==> src/rtl/tp_snd_cmd_if_if.sv <==
// Main Z80 bus bundle as seen by the CPU-board sound-command interface.
// The master modport is the CPU side (or a bench), the slave modport is
// the decoder that watches the bus.
interface tp_snd_cmd_if_if;
    logic [15:0] cpu_A;
    logic [7:0]  cpu_Dout;
    logic        n_mreq;
    logic        n_rd;
    logic        n_wr;
    logic        n_rfsh;

    modport master (
        output cpu_A, cpu_Dout, n_mreq, n_rd, n_wr, n_rfsh
    );

    modport slave (
        input cpu_A, cpu_Dout, n_mreq, n_rd, n_wr, n_rfsh
    );
endinterface

==> src/rtl/tp_snd_cmd_if.sv <==
// CPU-board half of the main-CPU <-> sound-board link.
// Decodes main Z80 cycles in C000-C3FF: sound command latch (C000), watchdog
// kick (C200), 74LS259 addressable latch (C300-C3FF) and controls/DIP reads.
// Optional watchdog is compiled in with the TP_WATCHDOG_EN macro; without it
// wdog_rst_n is tied high and C200 writes have no effect.
module tp_snd_cmd_if #(
    parameter int WDOG_FRAMES = 16,
    parameter int WDOG_PULSE  = 64
) (
    input  logic                 clk_49m,
    input  logic                 reset,
    input  logic                 cen_3m,
    tp_snd_cmd_if_if.slave       bus,
    input  logic                 vblank,
    output logic [7:0]           cpubrd_Dout,
    output logic                 cs_sounddata,
    output logic                 irq_trigger,
    output logic                 cs_controls_dip1,
    output logic                 cs_dip2,
    output logic                 cpubrd_A5,
    output logic                 cpubrd_A6,
    output logic                 nmi_en,
    output logic                 flip,
    output logic                 coin_cnt1,
    output logic                 coin_cnt2,
    output logic                 wdog_rst_n
);

    logic       mem, wr_win, rd_cyc;
    logic       sel_snd, sel_wdog, sel_latch;
    logic       sel_snd_q, sel_snd_d;
    logic       sel_latch_q, sel_latch_d;
    logic [7:0] dout_q, dout_d;
    logic       cs_q, cs_d;
    logic       irq_q, irq_d;
    logic [7:0] latch_q, latch_d;
    logic       snd_edge, latch_edge;

    // Refresh cycles also pull MREQ low, so they are excluded from decode.
    assign mem    = ~bus.n_mreq & bus.n_rfsh;
    assign wr_win = mem & ~bus.n_wr & (bus.cpu_A[15:10] == 6'b110000);
    assign rd_cyc = mem & ~bus.n_rd;

    assign sel_snd   = wr_win & (bus.cpu_A[9:8] == 2'b00);
    assign sel_wdog  = wr_win & (bus.cpu_A[9:8] == 2'b10);
    assign sel_latch = wr_win & (bus.cpu_A[9:8] == 2'b11);

    assign cs_dip2          = rd_cyc & (bus.cpu_A[15:8] == 8'hC2);
    assign cs_controls_dip1 = rd_cyc & (bus.cpu_A[15:8] == 8'hC3) & ~bus.cpu_A[7];
    assign cpubrd_A5        = bus.cpu_A[5];
    assign cpubrd_A6        = bus.cpu_A[6];

    assign cpubrd_Dout  = dout_q;
    assign cs_sounddata = cs_q;
    assign irq_trigger  = irq_q;
    assign nmi_en       = latch_q[0];
    assign flip         = latch_q[1];
    assign coin_cnt1    = latch_q[5];
    assign coin_cnt2    = latch_q[6];

    // Edge-detect the write selects, update the command byte and the latch,
    // and hold each strobe until the sound board's cen_3m has sampled it.
    always_comb begin
        sel_snd_d   = sel_snd;
        sel_latch_d = sel_latch;
        dout_d      = dout_q;
        latch_d     = latch_q;
        snd_edge    = sel_snd & ~sel_snd_q;
        latch_edge  = sel_latch & ~sel_latch_q;
        if (snd_edge) begin
            dout_d = bus.cpu_Dout;
        end
        if (latch_edge) begin
            latch_d[bus.cpu_A[3:1]] = bus.cpu_Dout[0];
        end
        // A fresh set beats a coincident cen_3m clear.
        cs_d  = snd_edge ? 1'b1 : (cs_q & ~cen_3m);
        irq_d = (latch_d[2] & ~latch_q[2]) ? 1'b1 : (irq_q & ~cen_3m);
    end

    // Command, strobe and latch registers.
    always_ff @(posedge clk_49m or negedge reset) begin
        if (!reset) begin
            sel_snd_q   <= 1'b0;
            sel_latch_q <= 1'b0;
            dout_q      <= 8'h00;
            cs_q        <= 1'b0;
            irq_q       <= 1'b0;
            latch_q     <= 8'h00;
        end else begin
            sel_snd_q   <= sel_snd_d;
            sel_latch_q <= sel_latch_d;
            dout_q      <= dout_d;
            cs_q        <= cs_d;
            irq_q       <= irq_d;
            latch_q     <= latch_d;
        end
    end

`ifdef TP_WATCHDOG_EN
    localparam int FW = $clog2(WDOG_FRAMES + 1);
    localparam int PW = $clog2(WDOG_PULSE + 1);

    logic          sel_wdog_q, sel_wdog_d;
    logic          vblank_q, vblank_d;
    logic [FW-1:0] frame_q, frame_d;
    logic [PW-1:0] pulse_q, pulse_d;
    logic          wdog_n_q, wdog_n_d;

    assign wdog_rst_n = wdog_n_q;

    // Count frames since the last kick; once the limit is reached emit a
    // fixed-length reset pulse that kicks cannot cut short.
    always_comb begin
        sel_wdog_d = sel_wdog;
        vblank_d   = vblank;
        frame_d    = frame_q;
        pulse_d    = pulse_q;
        wdog_n_d   = wdog_n_q;
        if (!wdog_n_q) begin
            if (pulse_q == PW'(WDOG_PULSE - 1)) begin
                wdog_n_d = 1'b1;
                pulse_d  = '0;
                frame_d  = '0;
            end else begin
                pulse_d = pulse_q + 1'b1;
            end
        end else begin
            if (sel_wdog & ~sel_wdog_q) begin
                frame_d = '0;
            end else if (vblank & ~vblank_q) begin
                frame_d = frame_q + 1'b1;
            end
            if (frame_d == FW'(WDOG_FRAMES)) begin
                wdog_n_d = 1'b0;
            end
        end
    end

    // Watchdog registers.
    always_ff @(posedge clk_49m or negedge reset) begin
        if (!reset) begin
            sel_wdog_q <= 1'b0;
            vblank_q   <= 1'b0;
            frame_q    <= '0;
            pulse_q    <= '0;
            wdog_n_q   <= 1'b1;
        end else begin
            sel_wdog_q <= sel_wdog_d;
            vblank_q   <= vblank_d;
            frame_q    <= frame_d;
            pulse_q    <= pulse_d;
            wdog_n_q   <= wdog_n_d;
        end
    end
`else
    logic unused_wdog;
    assign wdog_rst_n  = 1'b1;
    assign unused_wdog = &{1'b0, vblank, sel_wdog, (WDOG_FRAMES > 0), (WDOG_PULSE > 0)};
`endif

    // Address lines the decode does not look at.
    logic unused_addr;
    assign unused_addr = &{1'b0, bus.cpu_A[4], bus.cpu_A[0]};

endmodule

==> src/flat_wrapper.sv <==
// flat-port wrapper written by rule: the top's interface ports become plain ports
module tp_snd_cmd_if_flat 
#(
    parameter int WDOG_FRAMES = 16,
    parameter int WDOG_PULSE  = 64
)
  (clk_49m, reset, cen_3m, vblank, cpubrd_Dout, cs_sounddata, irq_trigger, cs_controls_dip1, cs_dip2, cpubrd_A5, cpubrd_A6, nmi_en, flip, coin_cnt1, coin_cnt2, wdog_rst_n, bus_cpu_A, bus_cpu_Dout, bus_n_mreq, bus_n_rd, bus_n_wr, bus_n_rfsh);
  tp_snd_cmd_if_if bus_i ();
  input  logic clk_49m;
  input  logic reset;
  input  logic cen_3m;
  input  logic vblank;
  output logic [7:0] cpubrd_Dout;
  output logic cs_sounddata;
  output logic irq_trigger;
  output logic cs_controls_dip1;
  output logic cs_dip2;
  output logic cpubrd_A5;
  output logic cpubrd_A6;
  output logic nmi_en;
  output logic flip;
  output logic coin_cnt1;
  output logic coin_cnt2;
  output logic wdog_rst_n;
  input wire logic [$bits(bus_i.cpu_A)-1:0] bus_cpu_A;
  input wire logic [$bits(bus_i.cpu_Dout)-1:0] bus_cpu_Dout;
  input wire logic [$bits(bus_i.n_mreq)-1:0] bus_n_mreq;
  input wire logic [$bits(bus_i.n_rd)-1:0] bus_n_rd;
  input wire logic [$bits(bus_i.n_wr)-1:0] bus_n_wr;
  input wire logic [$bits(bus_i.n_rfsh)-1:0] bus_n_rfsh;
  assign bus_i.cpu_A = bus_cpu_A;
  assign bus_i.cpu_Dout = bus_cpu_Dout;
  assign bus_i.n_mreq = bus_n_mreq;
  assign bus_i.n_rd = bus_n_rd;
  assign bus_i.n_wr = bus_n_wr;
  assign bus_i.n_rfsh = bus_n_rfsh;
  tp_snd_cmd_if #(.WDOG_FRAMES(WDOG_FRAMES), .WDOG_PULSE(WDOG_PULSE)) u_core (.clk_49m(clk_49m), .reset(reset), .cen_3m(cen_3m), .bus(bus_i), .vblank(vblank), .cpubrd_Dout(cpubrd_Dout), .cs_sounddata(cs_sounddata), .irq_trigger(irq_trigger), .cs_controls_dip1(cs_controls_dip1), .cs_dip2(cs_dip2), .cpubrd_A5(cpubrd_A5), .cpubrd_A6(cpubrd_A6), .nmi_en(nmi_en), .flip(flip), .coin_cnt1(coin_cnt1), .coin_cnt2(coin_cnt2), .wdog_rst_n(wdog_rst_n));
endmodule
==> config.mk <==
export PLATFORM = sky130hd
export DESIGN_NAME = tp_snd_cmd_if_flat
export DESIGN_NICKNAME = d
export VERILOG_FILES = /design/src/rtl/tp_snd_cmd_if_if.sv /design/src/rtl/tp_snd_cmd_if.sv /design/src/flat_wrapper.sv
export SDC_FILE = /design/constraint.sdc
export NUM_CORES = 1
export LEC_CHECK = 0
export BUFFER_PORTS_ARGS = -buffer_cell sky130_fd_sc_hd__buf_2
export CAP_MARGIN = 20
export CORE_MARGIN = 5
export CORE_UTILIZATION = 43
export CTS_BUF_LIST = sky130_fd_sc_hd__clkbuf_4
export DETAILED_ROUTE_END_ITERATION = 12
export PLACE_DENSITY_LB_ADDON = 0.1
export RECOVER_POWER = 50
export SETUP_SLACK_MARGIN = 0.4
export SLEW_MARGIN = 40
export SYNTH_ARGS = -nofsm -noshare
export SYNTH_HDL_FRONTEND = slang
export SYNTH_SLANG_ARGS = --single-unit
==> constraint.sdc <==
create_clock -name clk_49m -period 1.45 [get_ports clk_49m]
set_input_delay 0.0725 -clock clk_49m [delete_from_list [all_inputs] [get_ports clk_49m]]
set_output_delay 0.0725 -clock clk_49m [all_outputs]
set_load 0.01 [all_outputs]
; Word-level counts from Yosys, hierarchy flattened
; Index checks and enable logic that the tools add are counted.
[classes]
reduce_logical = 2
n_eq_ne = 4
n_lt_le_gt_ge = 2
muxes = 6
n_bitwise = 22
[ops]
columns = cell, count
row1 = 8-bit == test (second input constant), 2
row2 = 1-bit bitwise AND, 14
row3 = 8-bit bitwise mux, 1
row4 = 1-bit NOT, 8
row5 = 6-bit == test (second input constant), 1
row6 = 3-bit by 4-bit less-than comparator with 1-bit output (second input constant), 1
row7 = 1-bit demux with 3-bit select, 1
row8 = 3-bit by 1-bit >= comparator with 1-bit output (second input constant), 1
row9 = 1-bit 2-to-1 mux, 3
row10 = 3-bit 2-to-1 mux, 1
row11 = 2-bit == test (second input constant), 1
row12 = 2-bit logical NOT, 1
row13 = 1-bit logical AND, 1
[word_totals]
wordCells = 43
ff_bits = 20
output_inout_bits = 19
in_bits = 32

; Depth between registers and ports, before layout
[logic_depth]
word_depth = 9
ltp_mapped = 4
ltp_nobuf = 3

; Worst setup path after synthesis
; Ideal clock, no wire load.
[synth_timing]
kind = flip-flop to flip-flop
startpoint = register u_core.sel_snd_q
endpoint = register u_core.dout_q[0] (netlist: u_core.cpubrd_Dout[0])
setup_slack_ns = 0.227
n_path_buf = 0
arrival_time_ns = 1.098
required_ns = 1.325
period_less_slack_ns = 1.223
setup_time_ns = 0.125
path_stages_with_launch = 4
cell_sequence = dfrtp_1 nor4_2 nand3_4 mux2_2
[synth_between]
elab_chain_cells = 2
[synth_rtl]
columns = item, line_no
row1 = start: declaration, tp_snd_cmd_if.sv:31  ; logic sel_snd_q, sel_snd_d;
row2 = start signal: assignment, tp_snd_cmd_if.sv:91  ; sel_snd_q <= sel_snd_d;
row3 = 1-bit NOT, tp_snd_cmd_if.sv:68  ; snd_edge = sel_snd & ~sel_snd_q;
row4 = 1-bit bitwise AND, tp_snd_cmd_if.sv:68
row5 = end signal: assignment, tp_snd_cmd_if.sv:93  ; dout_q <= dout_d;
row6 = end: declaration, tp_snd_cmd_if.sv:33  ; logic [7:0] dout_q, dout_d;
; Every way passes these cells.
; A chain may end at the register's enable or synchronous reset.

; Worst setup path after layout
[layout_timing]
startpoint = register u_core.sel_snd_q
endpoint = register u_core.dout_q[6] (netlist: u_core.cpubrd_Dout[6])
; Same word-level chain as after synthesis.

==> impl_metrics.ini <==
[setup_path]
r2r.worst_path.cells = 3
reg2reg_to = u_core.cpubrd_Dout[6]$_DFFE_PN0P_
rr_startpoint = u_core.sel_snd_q$_DFF_PN0_
crit_start = u_core.sel_snd_q$_DFF_PN0_
worst-r2r-setup-slack_ns = 0.25
cp-start-kind = flop
cp_max_fo = 9
cp-end-kind = flop
critPathArrivalTime_ns = 1.38
critPathRequiredTime_ns = 1.63
critical_path_class = flop to flop

[power]
worst_ir_drop_vdd_mv = 0.476
power.leakage_nw = 0.581
powerDensity_nw_per_um2 = 724

[floorplan]
die_x_microns = 53.0
core_sq_um = 1750
die_h_microns = 53.0
row_count = 15
start_util = 0.456
pin_count = 51
dieArea_sq_um = 2810

[hold_path]
min_to = u_core.cpubrd_Dout[1]$_DFFE_PN0P_
min_path_cells = 2
holdCritStartpoint = bus_cpu_Dout[1]
hold_class = primary input to flop

[global_route]
track_usage = 0.152
grt_pass1_wl_microns = 3130
grt_overflow = 0
antenna_found_initial = 0
grt_pass1_vias = 716
grt_max_degree = 18

[synthesis]
synth_cells = 60
ys_seq_elements = 17
synth_common_cells = dfrtp_1 (17), mux2_2 (13), nand4_1 (5), buf_4 (3), inv_1 (3)
synth_async_sr_flop_share = 1.00
synth_warnings = 0
syn_area_sq_um = 796
synth_seq_area_share = 0.535
yosys.area.top_type_share = 0.535
synth_enable_flop_cells = 0
ys_types = 19
ys.flop_type = dfrtp_1
syn_avg_cell_area_sq_um = 13.3
yosysMostFrequentCell = dfrtp_1
synth_nets = 92
synth_top_cell_by_area = dfrtp_1
synthTopCellsByArea = dfrtp_1 (53%), mux2_2 (18%), nand4_1 (3.9%)

[timing]
drv_slew = 0
setup_viol = 0
fin_crit_sh = 0.831
worst_pin_slew_ns = 0.893
slew_headroom = 0.404
max_freq_mhz = 830
hold_slack_ns = 0.0161
setup_tns_ns = 0
rsz0062_at_grt = yes
fin_crit_ns = 1.20
fin_ws_ns = 0.245
finalHoldViolCount = 0
skew_ns = 0.000950

[route]
vias = 656
routed_via_density = 4.86
wire_per_inst_microns = 13.5
drt_iter0_drc = 6
drc_errors = 0
drt-pass1-iter-count = 2
wl_microns = 1820
ant_nets = 0

[cts]
cts_sinks = 17
numCtsBuffers = 3
htreeDepth = 1
cts_tree = built
clk_pin_slew_worst_paths_ns = 0.10
clock_latency_ns = 0.28
root_buffer = clkbuf_4
cts.path.max_buffers = 2

[placed_design]
dpl_cell_area_sq_um = 1040
port_buffers = 42
placed_cells = 123
routabilityCongestion = 0.677
hpwl_microns = 1420
pre_cts_ws_ns = 0.0692

[job]
maxCapViolations = 0

[cells_and_area]
fin_cells = 135
fin_nets = 143
drive_gt1_frac = 0.618
fin_area_sq_um = 1130
diodes = 0
area_delta_synth_final_pct = 42.3

[status]
outcome = finished, final reports clean
==> placed cells by master, fill, tap and decap left out, types with 2 or more instances in the layout <==
cell and n:
buf_4 6, buf_2 35, nand2_1 2, clkbuf_1 7, clkbuf_4 3, nor3b_2 2, nor4_4 2, inv_1 3
nand4_1 5, dlygate4sd3_1 2, mux2_2 13, dfrtp_1 17
==> cell type report <==
cell class / count / area (sq um)
Fill cell: 150 / 613
Sequential cell: 17 / 425
Multi-Input combinational cell: 36 / 370
Timing Repair Buffer: 50 / 267
Tap cell: 25 / 31.3
Clock buffer: 3 / 22.5
Inverter: 3 / 11.3
Clock inverter: 1 / 5.00
==> worst max path at each step <==
stage | slack [ns] | to
floorplan | 0.34 | u_core.cpubrd_Dout[0]$_DFFE_PN0P_
global placement | 0.11 | cs_dip2
detailed placement | 0.07 | cs_dip2
CTS | 0.23 | u_core.cpubrd_Dout[6]$_DFFE_PN0P_
global route | 0.18 | u_core.cpubrd_Dout[2]$_DFFE_PN0P_
finish | 0.25 | u_core.cpubrd_Dout[6]$_DFFE_PN0P_
==> per-layer routing <==
| metal | track usage | routed length [microns] | up-vias |
|---|---|---|---|
| met5 | 0 | 0 | - |
| met3 | 0.0507 | 176 | 2 |
| met4 | 0.0426 | 6 | 0 |
| li1 | - | - | 322 |
| met2 | 0.262 | 856 | 25 |
| met1 | 0.177 | 780 | 307 |
==> through the flow <==
step,util,power (mW)
2_1_floorplan,-,0.521
3_3_place_gp,0.597,0.574
3_5_place_dp,0.597,0.577
4_1_cts,0.647,0.834
5_1_grt,0.649,0.873
6_report,0.649,0.820
==> kinds of logic after synthesis <==
family | share of synthesized area
and+or+nand+nor | 0.212
DFF | 0.535
muxes | 0.184
AOI/OAI and AO/OA | 0.0173
buffers and inverters | 0.0472
other | 0.00471
==> power breakdown <==
group	switching, mW	internal (mW)	total [mW]	leakage (nW)
clock	0.143	0.102	0.245	0.0177
sequential	0.00166	0.477	0.479	0.237
combinational	0.0486	0.0471	0.0957	0.326
==> sequential cells by signal, summed over array words and instances (netlist names) <==
| signal | cells |
|---|---|
| u_core.cpubrd_Dout | 8 |
| u_core.cs_sounddata | 1 |
| u_core.irq_trigger | 1 |
| u_core.latch_q | 5 |
| u_core.sel_latch_q | 1 |
| u_core.sel_snd_q | 1 |
==> repair_timing <==
action / 4_1_cts / 5_1_grt
buffers inserted: 4 / 2
pin swaps: 6 / 2
endpoints found under the hold margin: 19 / 0
hold buffers: 2 / 0
endpoints found under the setup margin: 16 / 17
gates resized for setup: 3 / 0
==> worst max-delay path: stages, from the launching register on <==
cell and delay, ns:
dfrtp_1 0.40, nor4_4 0.20, nand3_4 0.18, mux2_2 0.31
No activity file was read; power rests on OpenSTA's default activity.
